<file path="src/rtl/lag_window_pkg.sv">
// Shared constants, state encoding, lag-window ROM tables and ITU basic
// operators (L_mult, mult, L_mac) used by the lag-window stage.
package lag_window_pkg;

    localparam int unsigned ADDR_W = 11;
    localparam int unsigned DATA_W = 32;
    localparam int unsigned HALF_W = 16;
    localparam int unsigned IDX_W  = 4;
    localparam int unsigned M      = 10;

    localparam logic [ADDR_W-1:0] AUTOCORR_R   = 11'd64;
    localparam logic [ADDR_W-1:0] LAG_WINDOW_R = 11'd320;

    typedef enum logic [2:0] {
        IDLE  = 3'd0,
        READ  = 3'd1,
        LATCH = 3'd2,
        CALC  = 3'd3,
        WRITE = 3'd4,
        DONE  = 3'd5
    } state_t;

    localparam logic signed [33:0] MAX32 = 34'sd2147483647;
    localparam logic signed [33:0] MIN32 = -34'sd2147483648;
    localparam logic signed [16:0] MAX16 = 17'sd32767;
    localparam logic signed [16:0] MIN16 = -17'sd32768;

    // High halves of the lag window, one entry per r[1..10].
    function automatic logic signed [HALF_W-1:0] lag_h(input logic [IDX_W-1:0] idx);
        case (idx)
            4'd0:    return 16'sd32728;
            4'd1:    return 16'sd32619;
            4'd2:    return 16'sd32438;
            4'd3:    return 16'sd32187;
            4'd4:    return 16'sd31867;
            4'd5:    return 16'sd31480;
            4'd6:    return 16'sd31029;
            4'd7:    return 16'sd30517;
            4'd8:    return 16'sd29946;
            4'd9:    return 16'sd29321;
            default: return '0;
        endcase
    endfunction

    function automatic logic signed [HALF_W-1:0] lag_l(input logic [IDX_W-1:0] idx);
        case (idx)
            4'd0:    return 16'sd11904;
            4'd1:    return 16'sd17280;
            4'd2:    return 16'sd30720;
            4'd3:    return 16'sd25856;
            4'd4:    return 16'sd24192;
            4'd5:    return 16'sd28992;
            4'd6:    return 16'sd24384;
            4'd7:    return 16'sd7360;
            4'd8:    return 16'sd19520;
            4'd9:    return 16'sd14784;
            default: return '0;
        endcase
    endfunction

    function automatic logic signed [DATA_W-1:0] sat32(input logic signed [33:0] x);
        if (x > MAX32) return 32'sh7FFF_FFFF;
        if (x < MIN32) return 32'sh8000_0000;
        return x[DATA_W-1:0];
    endfunction

    function automatic logic signed [HALF_W-1:0] sat16(input logic signed [16:0] x);
        if (x > MAX16) return 16'sh7FFF;
        if (x < MIN16) return 16'sh8000;
        return x[HALF_W-1:0];
    endfunction

    function automatic logic signed [DATA_W-1:0] l_mult(input logic signed [HALF_W-1:0] a,
                                                        input logic signed [HALF_W-1:0] b);
        logic signed [33:0] p;
        p = 34'(a) * 34'(b);
        return sat32(p <<< 1);
    endfunction

    function automatic logic signed [HALF_W-1:0] mult(input logic signed [HALF_W-1:0] a,
                                                      input logic signed [HALF_W-1:0] b);
        logic signed [31:0] p;
        p = 32'(a) * 32'(b);
        return sat16(17'(p >>> 15));
    endfunction

    function automatic logic signed [DATA_W-1:0] l_mac(input logic signed [DATA_W-1:0] acc,
                                                       input logic signed [HALF_W-1:0] a);
        return sat32(34'(acc) + (34'(a) <<< 1));
    endfunction

endpackage

</file>
<file path="src/rtl/lag_window_mpy32.sv">
// Combinational double-precision Mpy_32 built from the ITU basic operators.
module lag_mpy32
    import lag_window_pkg::*;
(
    input  logic signed [HALF_W-1:0] hi1,
    input  logic signed [HALF_W-1:0] lo1,
    input  logic signed [HALF_W-1:0] hi2,
    input  logic signed [HALF_W-1:0] lo2,
    output logic signed [DATA_W-1:0] prod_c
);

    logic signed [DATA_W-1:0] acc0;
    logic signed [DATA_W-1:0] acc1;

    always_comb begin
        acc0   = l_mult(hi1, hi2);
        acc1   = l_mac(acc0, mult(hi1, lo2));
        prod_c = l_mac(acc1, mult(lo1, hi2));
    end

endmodule

</file>
<file path="src/rtl/lag_window.sv">
// Lag-window stage: reads r[0..10], windows r[1..10] with Mpy_32, writes back.
module lag_window
    import lag_window_pkg::*;
(
    input  logic              clk,
    input  logic              reset,
    input  logic              start,
    output logic              done,
    output logic [ADDR_W-1:0] readAddr,
    input  logic [DATA_W-1:0] memIn,
    output logic [ADDR_W-1:0] writeAddr,
    output logic [DATA_W-1:0] memOut,
    output logic              memWrite
);

    state_t                   state;
    logic [IDX_W-1:0]         i;
    logic [DATA_W-1:0]        r_reg;
    logic [IDX_W-1:0]         tab_idx;
    logic signed [DATA_W-1:0] mpy_c;
    logic [DATA_W-1:0]        result_c;

    // i-1 wraps to 15 for r[0]; the ROMs return 0 there and the result is bypassed.
    assign tab_idx = i - 4'd1;

    lag_mpy32 u_mpy (
        .hi1    (r_reg[31:16]),
        .lo1    ({1'b0, r_reg[15:1]}),
        .hi2    (lag_h(tab_idx)),
        .lo2    (lag_l(tab_idx)),
        .prod_c (mpy_c)
    );

    assign result_c = (i == '0) ? r_reg : mpy_c;

    // Read address is registered on entry to READ so the RAM sees it for the whole cycle.
    always_ff @(posedge clk) begin
        if (!reset) begin
            state     <= IDLE;
            i         <= '0;
            r_reg     <= '0;
            done      <= 1'b0;
            memWrite  <= 1'b0;
            readAddr  <= '0;
            writeAddr <= '0;
            memOut    <= '0;
        end else begin
            memWrite <= 1'b0;
            case (state)
                IDLE, DONE: begin
                    if (start) begin
                        i        <= '0;
                        done     <= 1'b0;
                        readAddr <= AUTOCORR_R;
                        state    <= READ;
                    end
                end
                READ: state <= LATCH;
                LATCH: begin
                    r_reg <= memIn;
                    state <= CALC;
                end
                CALC: begin
                    memOut    <= result_c;
                    writeAddr <= LAG_WINDOW_R + ADDR_W'(i);
                    memWrite  <= 1'b1;
                    state     <= WRITE;
                end
                WRITE: begin
                    if (i == IDX_W'(M)) begin
                        done  <= 1'b1;
                        state <= DONE;
                    end else begin
                        i        <= i + 4'd1;
                        readAddr <= AUTOCORR_R + ADDR_W'(i + 4'd1);
                        state    <= READ;
                    end
                end
                default: state <= IDLE;
            endcase
        end
    end

endmodule

</file>
<file path="config.mk">
export PLATFORM = sky130hd
export DESIGN_NAME = lag_window
export DESIGN_NICKNAME = d
export VERILOG_FILES = /design/src/rtl/lag_window_pkg.sv /design/src/rtl/lag_window_mpy32.sv /design/src/rtl/lag_window.sv
export SDC_FILE = /design/constraint.sdc
export NUM_CORES = 2
export LEC_CHECK = 0
export ABC_AREA = 1
export CORE_ASPECT_RATIO = 0.8
export CORE_MARGIN = 2
export CORE_UTILIZATION = 25
export CTS_CLUSTER_SIZE = 14
export DETAILED_ROUTE_END_ITERATION = 10
export SLEW_MARGIN = 10
export SYNTH_ARGS = -nofsm -noshare
export SYNTH_HDL_FRONTEND = slang
export SYNTH_SLANG_ARGS = --single-unit
</file>
<file path="constraint.sdc">
create_clock -name clk -period 9.9 [get_ports clk]
set_input_delay 1.485 -clock clk [delete_from_list [all_inputs] [get_ports clk]]
set_output_delay 1.485 -clock clk [all_outputs]
set_load 0.05 [all_outputs]
</file>
After elaboration in Yosys (flattened, before gate mapping)
Memories as Yosys holds them, arrays and structs flattened.
Index checks and enable logic that the tools add are counted.
{ "op_classes": {"addsub": 7, "multipliers": 3, "n_lt_le_gt_ge": 10, "eq_ne": 9, "n_mux": 49, "reduce_logical": 6} }
{ "op_table": {"columns": ["operator", "count"], "rows": [
  ["32-bit two-way mux", 13],
  ["16-bit two-way mux", 8],
  ["34-bit by 32-bit greater-than comparator with 1-bit output (second input constant)", 3],
  ["34-bit by 32-bit less-than comparator with 1-bit output (second input constant)", 3],
  ["16-bit by 16-bit multiplier with 32-bit output", 3],
  ["32-bit by 17-bit adder with 33-bit output", 2],
  ["17-bit by 16-bit greater-than comparator with 1-bit output (second input constant)", 2],
  ["17-bit by 16-bit less-than comparator with 1-bit output (second input constant)", 2],
  ["11-bit two-way mux", 2],
  ["11-bit case mux with 2 select lines", 1],
  ["1-bit two-way mux", 18],
  ["3-bit case mux with 5 select lines", 1],
  ["9-bit by 4-bit adder with 10-bit output (first input constant)", 1],
  ["7-bit by 5-bit adder with 8-bit output (first input constant)", 1],
  ["4-bit two-way mux", 2],
  ["4-bit case mux with 2 select lines", 1],
  ["3-bit by 2-bit == test with 1-bit output (second input constant)", 2],
  ["3-bit == test (second input constant)", 2],
  ["3-bit two-way mux", 2],
  ["2-bit != test (second input constant)", 3],
  ["3-bit AND reduction", 2],
  ["4-bit by 1-bit adder with 5-bit output (second input constant)", 1],
  ["4-bit by 1-bit adder with 4-bit output (second input constant)", 1],
  ["4-bit == test (second input constant)", 1],
  ["7 further kinds", 7]
]} }
{ "totals": {"register_bits": 95, "rom_bits": 384, "in_bits": 35, "output_inout_bits": 56, "wordCells": 94, "mem_count": 2} }
{ "memory_table": {"columns": ["memory", "words", "width", "rd", "rd_clocked_by_memory_dff", "write_ports", "line_no", "source"], "rows": [
  ["(no name shown)", 16, 15, 1, 0, 0, "lag_window_pkg.sv:30", "case (idx)"],
  ["(no name shown)", 16, 9, 1, 0, 0, "lag_window_pkg.sv:46", "case (idx)"]
]} }

Longest topological paths before layout
An unclocked memory read counts as a cell.
{ "logic_depth": {"ltp_word": 21, "ltp_mapped": 69, "mapped_depth_nobuf": 65} }

Modules after synthesis
Synthesis repeated with hierarchy kept, for this count alone.
{ "unflattened": {"cells_unflattened": 5220, "hier_area_um2": 38632.1} }
{ "by_module_without_submodules": {"columns": ["module", "instances", "cells_each", "area_per_inst_um2", "seq_area_each_um2"], "rows": [
  ["lag_mpy32", 1, 4698, 34918.5, 0.0],
  ["lag_window", 1, 522, 3713.6, 1601.5]
]} }

Least setup slack after synthesis
No wires, ideal clock.
{ "synth_path": {"path_type": "register to register", "startpoint": "reg i[0]", "endpoint": "reg memOut[21]", "setup_time_ns": 0.132, "t_arrival_ns": 11.172, "t_required_ns": 9.768, "path_slack_ns": -1.404, "stages_incl_launch_ff": 61, "n_path_buf": 6, "period_less_slack_ns": 11.304, "cell_sequence": "dfxtp_1 > inv_2 > ha_1 > ha_1 > buf_2 > buf_1 > nor2_1 > nor2_1 > clkbuf_1 > nor2_1 > fa_1 > fa_1 > inv_1 > fa_1 > fa_1 > inv_1 > fa_1 > inv_1 > [... 25 more ...] > o21ai_0 > ha_1 > nand2_1 > nor2_1 > inv_1 > nor3_1 > nand2_1 > nand2_1 > nand2_1 > nand2_1 > nand2_1 > nand2_1 > nor2_1 > nor2_1 > buf_2 > nand2_1 > nand3_1 > a21oi_1"} }
{ "synth_between": {"elab_chain_len": 21, "word_cells_on_any_way": 50, "classes_between": "3 x add/sub; 3 x mul; 10 x order compare; 31 x mux; 1 x reduce/logical; 2 x memory"} }
{ "synth_rtl": {"columns": ["item", "line_no", "source"], "rows": [
  ["from (decl)", "lag_window.sv:17", "logic [IDX_W-1:0] i;"],
  ["from (signal assigned)", "lag_window.sv:74", "i <= i + 4'd1;"],
  ["4-bit by 1-bit subtractor with 4-bit output", "lag_window.sv:24", "assign tab_idx = i - 4'd1;"],
  ["memory read 16 x 15 bit or memory read 16 x 9 bit (tied branches)", null, null],
  ["16-bit by 16-bit multiplier with 32-bit output (on tied branches)", "lag_window_pkg.sv:76, lag_window_pkg.sv:83", null],
  ["34-bit by 32-bit less-than comparator with 1-bit output or 17-bit by 16-bit less-than comparator with 1-bit output (tied branches)", "lag_window_pkg.sv:63, lag_window_pkg.sv:69", null],
  ["1-bit two-way mux (on tied branches) (2 in series)", "lag_window_pkg.sv:63, lag_window_pkg.sv:69", null],
  ["32-bit two-way mux or 16-bit two-way mux (tied branches)", "lag_window_pkg.sv:64, lag_window_pkg.sv:70", null],
  ["32-bit two-way mux or 16-bit two-way mux (tied branches)", "lag_window_pkg.sv:63, lag_window_pkg.sv:69", null],
  ["32-bit by 17-bit adder with 33-bit output", "lag_window_pkg.sv:89", "return sat32(34'(acc) + (34'(a) <<< 1));"],
  ["[... 3 more ...]", null, null],
  ["32-bit two-way mux", "lag_window_pkg.sv:64", "return x[DATA_W-1:0];"],
  ["32-bit two-way mux", "lag_window_pkg.sv:63", "if (x < MIN32) return 32'sh8000_0000;"],
  ["32-bit by 17-bit adder with 33-bit output", "lag_window_pkg.sv:89", null],
  ["34-bit by 32-bit less-than comparator with 1-bit output", "lag_window_pkg.sv:63", null],
  ["1-bit two-way mux (2 in series)", "lag_window_pkg.sv:63", null],
  ["32-bit two-way mux", "lag_window_pkg.sv:64", null],
  ["32-bit two-way mux", "lag_window_pkg.sv:63", null],
  ["32-bit two-way mux (*)", "lag_window.sv:34", "assign result_c = (i == '0) ? r_reg : mpy_c;"],
  ["to (signal assigned)", "lag_window.sv:64", "memOut <= result_c;"],
  ["to (decl)", "lag_window.sv:12", "output logic [DATA_W-1:0] memOut,"]
]} }
Every way passes the cells marked *; elsewhere a longest branch is shown, timed or not. The select of a mux whose other input is x is not followed.
A chain may end at the register's enable or synchronous reset.

Worst setup path in the final report
{ "layout_path": {"startpoint": "reg i[0]", "endpoint": "reg memOut[17]"} }
Same word-level chain as after synthesis.

==> flow_metrics.py <==
metrics = {
    "global_routing": {
        "antenna_found_initial": 1,
        "use_met2": 0.278,
        "grt_max_degree": 44,
        "track_usage": 0.180,
        "grt_pass1_vias": 30000,
        "grt_pass1_wl_um": 174000,
        "busiest_layer": "met2",
        "overflow": 0,
        "met3_usage": 0.0373,
        "gr-usage-met1": 0.261,
    },
    "yosys": {
        "netlist_area_um2": 30400,
        "avgSynthCellArea_um2": 7.43,
        "yosysWarnings": 0,
        "ys_ff_latch": 80,
        "synth_edf_count": 0,
        "synth_cell_types": 50,
        "synth_cells": 4084,
        "async_reset_ff_frac": 0,
        "ys.flop_type": "dfxtp_1",
        "ys_seq_area_frac": 0.0528,
    },
    "timing": {
        "final-hold-violation-count": 0,
        "setup_tns_ns": -16.57,
        "worst_clock_skew_ns": 0.0117,
        "slew_headroom": 0.263,
        "worst_pin_slew_ns": 1.10,
        "report.final.slew_viol_count": 0,
        "holdWs_ns": 0.476,
        "finalCritPeriodShare": 1.06,
        "rsz0062_at_grt": "true",
        "fin_ws_ns": -0.584,
        "min_period_ns": 10.48,
        "setup_violations": 32,
        "fmax_mhz": 95.4,
    },
    "drt": {
        "viasPerCell": 4.55,
        "firstDrtPassIters": 5,
        "drt_iter0_markers": 2417,
        "drcViolationCount": 0,
        "wl_per_cell_um": 17.3,
        "route.vias.total": 29100,
        "ant_nets": 0,
        "wl_um": 111000,
    },
    "critical_path": {
        "start_kind": "register",
        "critPathKind": "reg -> reg",
        "crit_arrival_ns": 10.80,
        "slowest_stage": "fa_2",
        "max_stage_delay_ns": 0.54,
        "required_ns": 10.22,
        "path_max_fanout": 6,
        "end_kind": "register",
        "r2r.worst_path.cells": 57,
    },
    "clocking": {
        "clock_latency_ns": 0.40,
        "clock-sinks": 80,
        "cts_inserted_buffers": 9,
        "cts_root_buf": "clkbuf_16",
        "clk_pin_slew_worst_paths_ns": 0.07,
        "cts_tree": "done",
        "cts-htree-levels": 3,
        "cts_buffer_depth": 2,
    },
    "cells_and_area": {
        "final_common_cell": "nand2_1",
        "finalNetCount": 5700,
        "syn_to_final_growth_pct": 34.4,
        "drive_gt1_frac": 0.244,
        "fin_area_um2": 40800,
        "final_cell_mix": "nand2_1, inv_1, buf_4",
        "utilization": 0.338,
        "fin_cells": 6400,
        "fill_cells": 12700,
        "antennaDiodeCount": 0,
    },
    "floorplanning": {
        "die_w_um": 394,
        "dieHeight_um": 316,
        "ios": 91,
        "start_util": 0.252,
        "coreArea_um2": 121000,
        "rows": 114,
        "dieArea_um2": 124000,
    },
    "place": {
        "post-place-ws_ns": -1.14,
        "dpl_cell_area_um2": 37700,
        "port_buffers": 80,
        "hpwl_um": 93600,
        "place_inst": 6263,
        "gp_congestion": 0.985,
    },
    "status": {
        "run_status": "finished with violations",
        "violations": "negative setup slack",
    },
    "power_and_ir_drop": {
        "leakage_nw": 21.0,
        "total_power_mw": 15.2,
        "vdd_drop_max_mv": 0.426,
        "p_per_area_nw_per_um2": 374,
    },
    "hold_path": {
        "min_path_type": "reg -> reg",
        "whs_path_depth": 2,
    },
    "flow_run": {
        "drv_cap": 0,
    },
}
-- cell families after synthesis --
| family | count (synthesis) | synth area share |
|---|---|---|
| adders and majority gates | 892 | 0.499 |
| DFF | 80 | 0.0528 |
| and+or+nand+nor | 1528 | 0.206 |
| buffers and inverters | 1013 | 0.128 |
| other | 1 | 0.000124 |
| xor gates and xnor gates | 110 | 0.0317 |
| AOI/OAI and AO/OA | 460 | 0.0823 |
-- cell type report --
cell class                 count  area (um2)  share of cell area
clock inverter                 4        53.8             0.00132
inverter                     887        3360              0.0822
tap                         1624        2030              0.0498
sequential                    80        1610              0.0395
timing repair buffer         795        6710               0.164
clock buffer                  10         239             0.00585
multi-input combinational   3000       26800               0.657
-- where the power goes --
part           switching, mW  total (mW)  internal, mW
Clock                  0.173       0.373         0.200
Combinational           7.64        14.5          6.85
Sequential            0.0442       0.387         0.343
Total                   7.86        15.2          7.39
-- cells in the mapped netlist, types with 2 or more instances --
cell / count / area, um2
o21ai_1: 3 / 15.0
nor3_1: 19 / 95.1
a31o_2: 3 / 26.3
buf_1: 6 / 22.5
inv_2: 5 / 18.8
nand4_1: 23 / 144
nand3b_1: 5 / 37.5
nor4_1: 9 / 56.3
nand2_4: 8 / 90.1
clkinv_1: 13 / 48.8
a221oi_1: 2 / 17.5
fa_1: 533 / 10700
nand2_2: 12 / 75.1
nand3_1: 113 / 566
o211ai_1: 2 / 15.0
buf_4: 11 / 82.6
o221ai_1: 2 / 17.5
nand3_2: 3 / 30.0
inv_1: 869 / 3260
nand2_1: 959 / 3600
o31ai_1: 4 / 30.0
a21boi_0: 3 / 22.5
a31oi_1: 15 / 93.8
o21a_1: 5 / 37.5
nor2_4: 3 / 33.8
buf_6: 3 / 33.8
nor2_1: 363 / 1360
a211oi_1: 5 / 37.5
nand3_4: 3 / 52.6
clkbuf_1: 93 / 349
a21oi_1: 218 / 1090
o21ai_0: 161 / 806
clkbuf_2: 2 / 10.0
dfxtp_1: 80 / 1600
buf_2: 11 / 55.1
a21o_1: 16 / 120
o21bai_1: 19 / 143
ha_1: 359 / 4490
nand2_8: 2 / 40.0
xor2_1: 66 / 578
xnor2_1: 44 / 385
-- worst max-delay path, delay by kind of cell (launching register included) --
family	cells	cell delay [ns]
adder cells (fa/ha/maj)	12	4.54
AND/OR/NAND/NOR	19	2.10
buffers and inverters	16	1.69
AO/OA/AOI/OAI	8	1.39
flip-flops	1	0.37
XOR/XNOR	2	0.32
-- layer usage --
| layer | wire [um] | vias up | part of all wire |
|---|---|---|---|
| met5 | 0 | - | 0 |
| met4 | 1970 | 0 | 0.018 |
| met3 | 9880 | 112 | 0.089 |
| met2 | 47000 | 1005 | 0.42 |
| met1 | 51900 | 14300 | 0.47 |
| li1 | - | 13800 | - |
-- what timing repair did --
action | 4_1_cts | 5_1_grt
hold buffers | 0 | 0
pin swaps | 137 | 164
setup endpoints to repair | 32 | 32
gates resized for setup | 300 | 172
gates cloned | 7 | 2
buffers inserted | 72 | 47
endpoints found under the hold margin | 0 | 0
-- worst paths after layout --
check	slack (ns)	to	startpoint
setup / recovery	-0.58	memOut[17]$_SDFFE_PN0P_	i[0]$_SDFFE_PN0P_
hold reg to reg	0.48	memOut[13]$_SDFFE_PN0P_	memOut[13]$_SDFFE_PN0P_
setup reg to reg	-0.58	memOut[17]$_SDFFE_PN0P_	i[0]$_SDFFE_PN0P_
hold / removal	0.48	memOut[13]$_SDFFE_PN0P_	memOut[13]$_SDFFE_PN0P_
No activity file was read; power rests on OpenSTA's default activity.
